### src/rtl/fma_read_buffer.sv
// Two-entry line FIFO that unpacks each memory line into a/b/c operands for
// FMA_COUNT FMAs and strobes compute_out once per issued line.
module fma_read_buffer #(
    parameter int FMA_COUNT  = 2,
    parameter int WORD_WIDTH = 16,
    parameter int LINE_WIDTH = 3 * WORD_WIDTH * FMA_COUNT
) (
    input  logic                            clk_in,
    input  logic                            rst_in,
    input  logic [LINE_WIDTH-1:0]           line_in,
    input  logic                            line_valid_in,
    output logic                            line_ready_out,
    input  logic                            fma_ready_in,
    output logic [WORD_WIDTH*FMA_COUNT-1:0] a_out,
    output logic [WORD_WIDTH*FMA_COUNT-1:0] b_out,
    output logic [WORD_WIDTH*FMA_COUNT-1:0] c_out,
    output logic                            compute_out,
    output logic [1:0]                      occupancy_out
);
    localparam int OPW = WORD_WIDTH * FMA_COUNT;

    logic [1:0][LINE_WIDTH-1:0] mem;
    logic [LINE_WIDTH-1:0]      head;
    logic                       wr_ptr, rd_ptr;
    logic [1:0]                 count;
    logic                       push, pop;

    assign line_ready_out = (count != 2'd2) && !rst_in;
    assign push           = line_valid_in && line_ready_out;
    // Pop only looks at registered count, so a line never bypasses an empty FIFO
    assign pop            = (count != 2'd0) && fma_ready_in;
    assign head           = mem[rd_ptr];
    assign occupancy_out  = count;

    always_ff @(posedge clk_in) begin
        if (push)
            mem[wr_ptr] <= line_in;
    end

    always_ff @(posedge clk_in) begin
        if (rst_in) begin
            wr_ptr      <= 1'b0;
            rd_ptr      <= 1'b0;
            count       <= 2'd0;
            compute_out <= 1'b0;
        end else begin
            if (push) wr_ptr <= ~wr_ptr;
            if (pop)  rd_ptr <= ~rd_ptr;
            case ({push, pop})
                2'b10:   count <= count + 2'd1;
                2'b01:   count <= count - 2'd1;
                default: count <= count;
            endcase
            compute_out <= pop;
        end
    end

    for (genvar i = 0; i < FMA_COUNT; i++) begin : g_lane
        fma_read_buffer_lane #(.WORD_WIDTH(WORD_WIDTH)) u_lane (
            .clk_in (clk_in),
            .rst_in (rst_in),
            .load   (pop),
            .a_word (head[0*OPW + i*WORD_WIDTH +: WORD_WIDTH]),
            .b_word (head[1*OPW + i*WORD_WIDTH +: WORD_WIDTH]),
            .c_word (head[2*OPW + i*WORD_WIDTH +: WORD_WIDTH]),
            .a_reg  (a_out[i*WORD_WIDTH +: WORD_WIDTH]),
            .b_reg  (b_out[i*WORD_WIDTH +: WORD_WIDTH]),
            .c_reg  (c_out[i*WORD_WIDTH +: WORD_WIDTH])
        );
    end
endmodule

// Per-FMA operand registers: capture on issue, hold otherwise.
module fma_read_buffer_lane #(
    parameter int WORD_WIDTH = 16
) (
    input  logic                  clk_in,
    input  logic                  rst_in,
    input  logic                  load,
    input  logic [WORD_WIDTH-1:0] a_word,
    input  logic [WORD_WIDTH-1:0] b_word,
    input  logic [WORD_WIDTH-1:0] c_word,
    output logic [WORD_WIDTH-1:0] a_reg,
    output logic [WORD_WIDTH-1:0] b_reg,
    output logic [WORD_WIDTH-1:0] c_reg
);
    always_ff @(posedge clk_in) begin
        if (rst_in) begin
            a_reg <= '0;
            b_reg <= '0;
            c_reg <= '0;
        end else if (load) begin
            a_reg <= a_word;
            b_reg <= b_word;
            c_reg <= c_word;
        end
    end
endmodule

### config.mk
export PLATFORM = sky130hd
export DESIGN_NAME = fma_read_buffer
export DESIGN_NICKNAME = d
export VERILOG_FILES = /design/src/rtl/fma_read_buffer.sv
export SDC_FILE = /design/constraint.sdc
export NUM_CORES = 1
export LEC_CHECK = 0
export ABC_AREA = 0
export CAP_MARGIN = 20
export CORE_MARGIN = 4
export CORE_UTILIZATION = 32
export CTS_BUF_LIST = sky130_fd_sc_hd__clkbuf_4 sky130_fd_sc_hd__clkbuf_8 sky130_fd_sc_hd__clkbuf_16
export CTS_CLUSTER_SIZE = 30
export DETAILED_ROUTE_END_ITERATION = 10
export PLACE_DENSITY = 0.63
export SLEW_MARGIN = 15
export SYNTH_ARGS = -nofsm -noshare
export SYNTH_HDL_FRONTEND = slang
export SYNTH_SLANG_ARGS = --single-unit
export TNS_END_PERCENT = 30
### constraint.sdc
create_clock -name clk_in -period 13.9 [get_ports clk_in]
set_input_delay 2.78 -clock clk_in [delete_from_list [all_inputs] [get_ports clk_in]]
set_output_delay 2.78 -clock clk_in [all_outputs]
set_load 0.05 [all_outputs]
## Word-level counts from Yosys, hierarchy flattened

Index checks and enable logic that the tools add are counted.

| storage, ports and cells | value |
|---|---|
| register bits after elaboration | 293 |
| latch bits | 0 |
| RAM bits | 0 |
| memory bits (read-only) | 0 |
| bits of input ports | 100 |
| word-level logic and storage cells | 35 |
| memories | 0 |

| operators by class | value |
|---|---|
| add/subtract/negate cells | 2 |
| multipliers | 0 |
| divide/modulo/power cells | 0 |
| $lt $le $gt $ge | 3 |
| eq/ne operators | 3 |
| shift operators | 0 |
| muxes and demuxes | 6 |
| bitwise gates (word level) | 2 |
| reduce and logical (&&, ||, !) cells | 7 |

Operator list:

| operator | count |
|---|---|
| $mux 96 | 3 |
| $bwmux 192 | 1 |
| $demux 96 s1 | 1 |
| $logic_and 1x1->1 | 4 |
| $lt 1x2->1 const B | 2 |
| $pmux 2 s2 | 1 |
| $reduce_bool 2->1 | 2 |
| $add 2x1->2 const B | 1 |
| $eq 2x1->1 const B | 1 |
| $eq 2x2->1 const B | 1 |
| $ne 2x2->1 const B | 1 |
| $not 1->1 | 2 |
| $sub 2x1->2 const B | 1 |
| $ge 1x1->1 const B | 1 |
| $logic_not 1->1 | 1 |

## Longest topological paths before layout

| logic depth | value |
|---|---|
| depth after elaboration | 5 |
| mapped depth | 8 |
| gate-level depth less buffers | 7 |

## Cells and area by module

Synthesis repeated with hierarchy kept, for this count alone.

| unflattened totals | value |
|---|---|
| cell total of the unflattened synthesis | 635 |
| area total of the unflattened synthesis | 10,606.4 um^2 |

By module, submodules not included:

| module | instances | cells each | area each (um^2) | seq. area each (um^2) |
|---|---|---|---|---|
| fma_read_buffer | 1 | 325 | 7,148.1 | 5,865.6 |
| fma_read_buffer_lane | 2 | 155 | 1,729.2 | 960.9 |

## Worst setup path after synthesis

No wires, ideal clock.

| timing path | value |
|---|---|
| path kind | input to register |
| start | input port rst_in |
| end | register mem[0] (netlist name), enable pin |
| library setup time | 0.799 ns |
| data arrival time | 12.165 ns |
| required time | 13.101 ns |
| slack | 0.936 ns |
| cell stages on the path | 1 |
| path buffers | 0 |
| cell sequence | nor4_1 |

| on the way | value |
|---|---|
| word-level cells in the longest chain between the ends | 3 |

Ends and longest elaborated chain:

| item | RTL line | text |
|---|---|---|
| start, declared | 9 | `input logic rst_in,` |
| $logic_not 1->1 | 28 | `assign line_ready_out = (count != 2'd2) && !rst_in;` |
| $logic_and 1x1->1 | 28 |  |
| $logic_and 1x1->1 | 29 | `assign push = line_valid_in && line_ready_out;` |
| end signal, assigned by index | 37 | `mem[wr_ptr] <= line_in;` |
| end, declared | 22 | `logic [1:0][LINE_WIDTH-1:0] mem;` |

No other way between the ends.
A chain may end at the register's enable or synchronous reset.

## Final worst setup path

| timing path | value |
|---|---|
| start | input port rst_in |
| end | output port line_ready_out |

| on the way | value |
|---|---|
| word-level cells in the longest chain between the ends | 2 |

Ends and longest elaborated chain:

| item | RTL line | text |
|---|---|---|
| $logic_not 1->1 | 28 |  |
| $logic_and 1x1->1 | 28 |  |
| end, declared | 12 | `output logic line_ready_out,` |

No other way between the ends.

==> results.py <==
metrics = {
    "synthesis": {
        "yosys.cell_count.top_type": "sky130_fd_sc_hd__edfxtp_1",
        "post_synth_inst_count": 645,
        "yosys_warnings": 0,
        "synth-edff-count": 192,
        "synth_top_cell_area_share_pct": 54.6,
        "synth_nets": 746,
        "post_synthesis_sequential_element_count": 293,
        "synthFlopType": "sky130_fd_sc_hd__edfxtp_1",
        "synthesis.area_per_instance_um2": 16.4,
        "mappedNetlistArea_mm2": 0.0106,
        "async_flop_share_pct": 0,
        "commonest_cells_in_the_synthesized_netlist": "sky130_fd_sc_hd__edfxtp_1 (192), sky130_fd_sc_hd__dfxtp_1 (101), sky130_fd_sc_hd__nor2_1 (99), sky130_fd_sc_hd__mux2i_1 (96), sky130_fd_sc_hd__a211oi_2 (61)",
        "ys_top_cells_by_area": "sky130_fd_sc_hd__edfxtp_1 (55%), sky130_fd_sc_hd__dfxtp_1 (19%), sky130_fd_sc_hd__mux2i_1 (9.1%)",
        "yosysTopAreaCell": "sky130_fd_sc_hd__edfxtp_1",
        "synth_cell_type_count": 25,
        "yosysSeqAreaShare_pct": 73.8,
    },
    "floorplan": {
        "design.die.area_mm2": 0.0360,
        "initial_core_util_pct": 32.4,
        "placeableCoreArea_mm2": 0.0325,
        "die_x_um": 190,
        "number_of_placed_i_o_pins": 200,
        "fp-row-count": 66,
        "die_h_um": 190,
    },
    "setup_path": {
        "timing.critical_path.arrival_ps": 4410,
        "kind_of_end_point_of_the_critical_path": "output port",
        "worstSetupPathType": "input pin to output port",
        "cp_max_fo": 57,
        "worstSetupStartpoint": "rst_in",
        "worst_r2r_startpoint": "occupancy_out[0]",
        "setup.worst_path.start_class": "input pin",
        "required_time_of_the_critical_path_ps": 11120,
    },
    "drt": {
        "routed_wirelength_um": 22400,
        "final_antenna_net_count": 0,
        "detail_route.wl_per_cell_um": 17.1,
        "viasPerCell": 4.47,
        "drt-initial-drc-count": 223,
        "detail_route.first_pass.iterations": 4,
        "detail_route.drc_violations": 0,
        "vias_post_dr": 5843,
    },
    "cells_and_area": {
        "multiInputGateArea_mm2": 0.00248,
        "area.sequential_mm2": 0.00779,
        "drive_above_1_share_pct": 14.5,
        "num-fill-cells": 2974,
        "diodes": 0,
        "syn2layout_area_growth_pct": 32.3,
        "largest_register_ff_count": 192,
        "nets": 944,
        "finish.cell_count_without_fillers": 1307,
        "registers.top_by_ff_count": "mem",
    },
    "timing": {
        "period_needed_ps": 7190,
        "slew_headroom_pct": 30.2,
        "tns_ps": 0,
        "finClkSkew_ps": 18.5,
        "max_freq_ghz": 0.139,
        "least_margin_pin_slew_ps": 1050,
        "timing.final.crit_share_pct": 51.7,
        "rsz0062_at_grt": "no",
        "slew_viol_final": 0,
        "hold_viol_final": 0,
        "setup_viol": 0,
    },
    "placed_design": {
        "hpwlAfterDp_um": 13100,
        "post-place-cells": 1249,
        "final_replace_weighted_congestion": 0.679,
        "io_buffers": 199,
    },
    "clocking": {
        "ctsLongestPathBuffers": 3,
        "hold_buffers": 0,
        "cts.root.buffer_cell": "sky130_fd_sc_hd__clkbuf_16",
        "cts_max_level": 2,
        "clkSinkCount": 293,
        "cts_tree": "done",
        "cts_buffers": 34,
        "cts_resized": 0,
        "worstSkewPairLatency_ps": 490,
        "cts.clk_slew.worst_paths_ps": 60,
        "cts_post_setup_buffers_inserted": 0,
    },
    "global_routing": {
        "grt_first_pass_wirelength_um": 35000,
        "grt.total_usage_pct": 12.3,
        "number_of_global_route_vias_before_repair": 6203,
        "initial_antenna_violation_count": 1,
        "globalRoute.totalOverflow": 0,
        "grt_max_degree": 93,
    },
    "power": {
        "ratio_of_total_power_to_cell_area_mw_per_mm2": 213,
        "power.ir.vdd_worst_uv": 109,
        "power_leakage_nw": 4.42,
    },
    "run_status": {
        "run_status": "finished, final reports clean",
    },
    "hold_path": {
        "hp-start": "g_lane[1].u_lane.b_reg[15]",
        "hp-class": "register to register",
    },
    "run": {
        "number_of_max_cap_violations": 0,
    },
}
[worst max-delay path, cell delays in order]
cell,delay [ps]
sky130_fd_sc_hd__buf_4,680
sky130_fd_sc_hd__nor2_1,190
sky130_fd_sc_hd__clkdlybuf4s50_1,750
[where the power goes]
part | internal, W | switching (W)
clock | 0.000531 | 0.000327
combinational | 0.000339 | 0.000614
sequential | 0.00107 | 0.0000902
total | 0.00194 | 0.00103
[placed cells by master, fill, tap and decap left out, drive strengths merged, types with 2 or more instances in the layout]
cell	instances
clkdlybuf4s50	198
edfxtp	192
dfxtp	101
nor2	99
mux2i	96
a211oi	96
clkbuf	43
clkinv	10
buf	8
bufinv	3
inv	3
xnor2	2
[cell type report]
cell class | instances | share of cell area, %
inverter | 2 | 0.0538
tap | 442 | 3.96
sequential | 293 | 55.8
timing repair buffer | 206 | 14.6
multi-input combinational | 306 | 17.8
clock inverter | 15 | 1.07
clock buffer | 43 | 6.70
[path summary, 6_finish.rpt]
kind | to | slack, ps | depth (start not counted)
setup reg to reg | mem[107] | 11290 | 4
setup / recovery | line_ready_out | 6710 | 3
hold reg to reg | g_lane[1].u_lane.b_reg[15] | 500 | 2
hold / removal | g_lane[1].u_lane.b_reg[15] | 500 | 2
[cells by family after synthesis]
| family | after synthesis | share of synthesized area, % |
|---|---|---|
| AO/OA/AOI/OAI | 100 | 9.96 |
| XOR/XNOR | 3 | 0.249 |
| adder cells (fa/ha/maj) | 1 | 0.119 |
| buffers and inverters | 46 | 2.87 |
| flip-flops | 293 | 73.8 |
| multiplexers | 96 | 9.10 |
| AND/OR/NAND/NOR | 106 | 3.91 |
[metal layers]
metal	routed length [µm]	track usage [%]	part of all wire, %
met1	9460	15.1	42
met2	11000	21.1	49
met3	1550	4.09	6.9
met4	414	3.03	1.8
met5	13	0	0.058
[through the flow]
| step | worst slack, ps | power (W) | instance area [µm²] | utilization [%] | hold slack, ps |
|---|---|---|---|---|---|
| after floorplan | 936 | 0.00187 | 10600 | - | 477 |
| after global placement | 6660 | 0.00214 | 12900 | 39.6 | 490 |
| after detailed placement | 6660 | 0.00215 | 12900 | 39.6 | 490 |
| after CTS | 6670 | 0.00302 | 14000 | 42.9 | 498 |
| after global routing | 6580 | 0.00313 | 14000 | 42.9 | 519 |
| final | 6710 | 0.00297 | 14000 | 42.9 | 499 |
No activity file was read; power rests on OpenSTA's default activity.
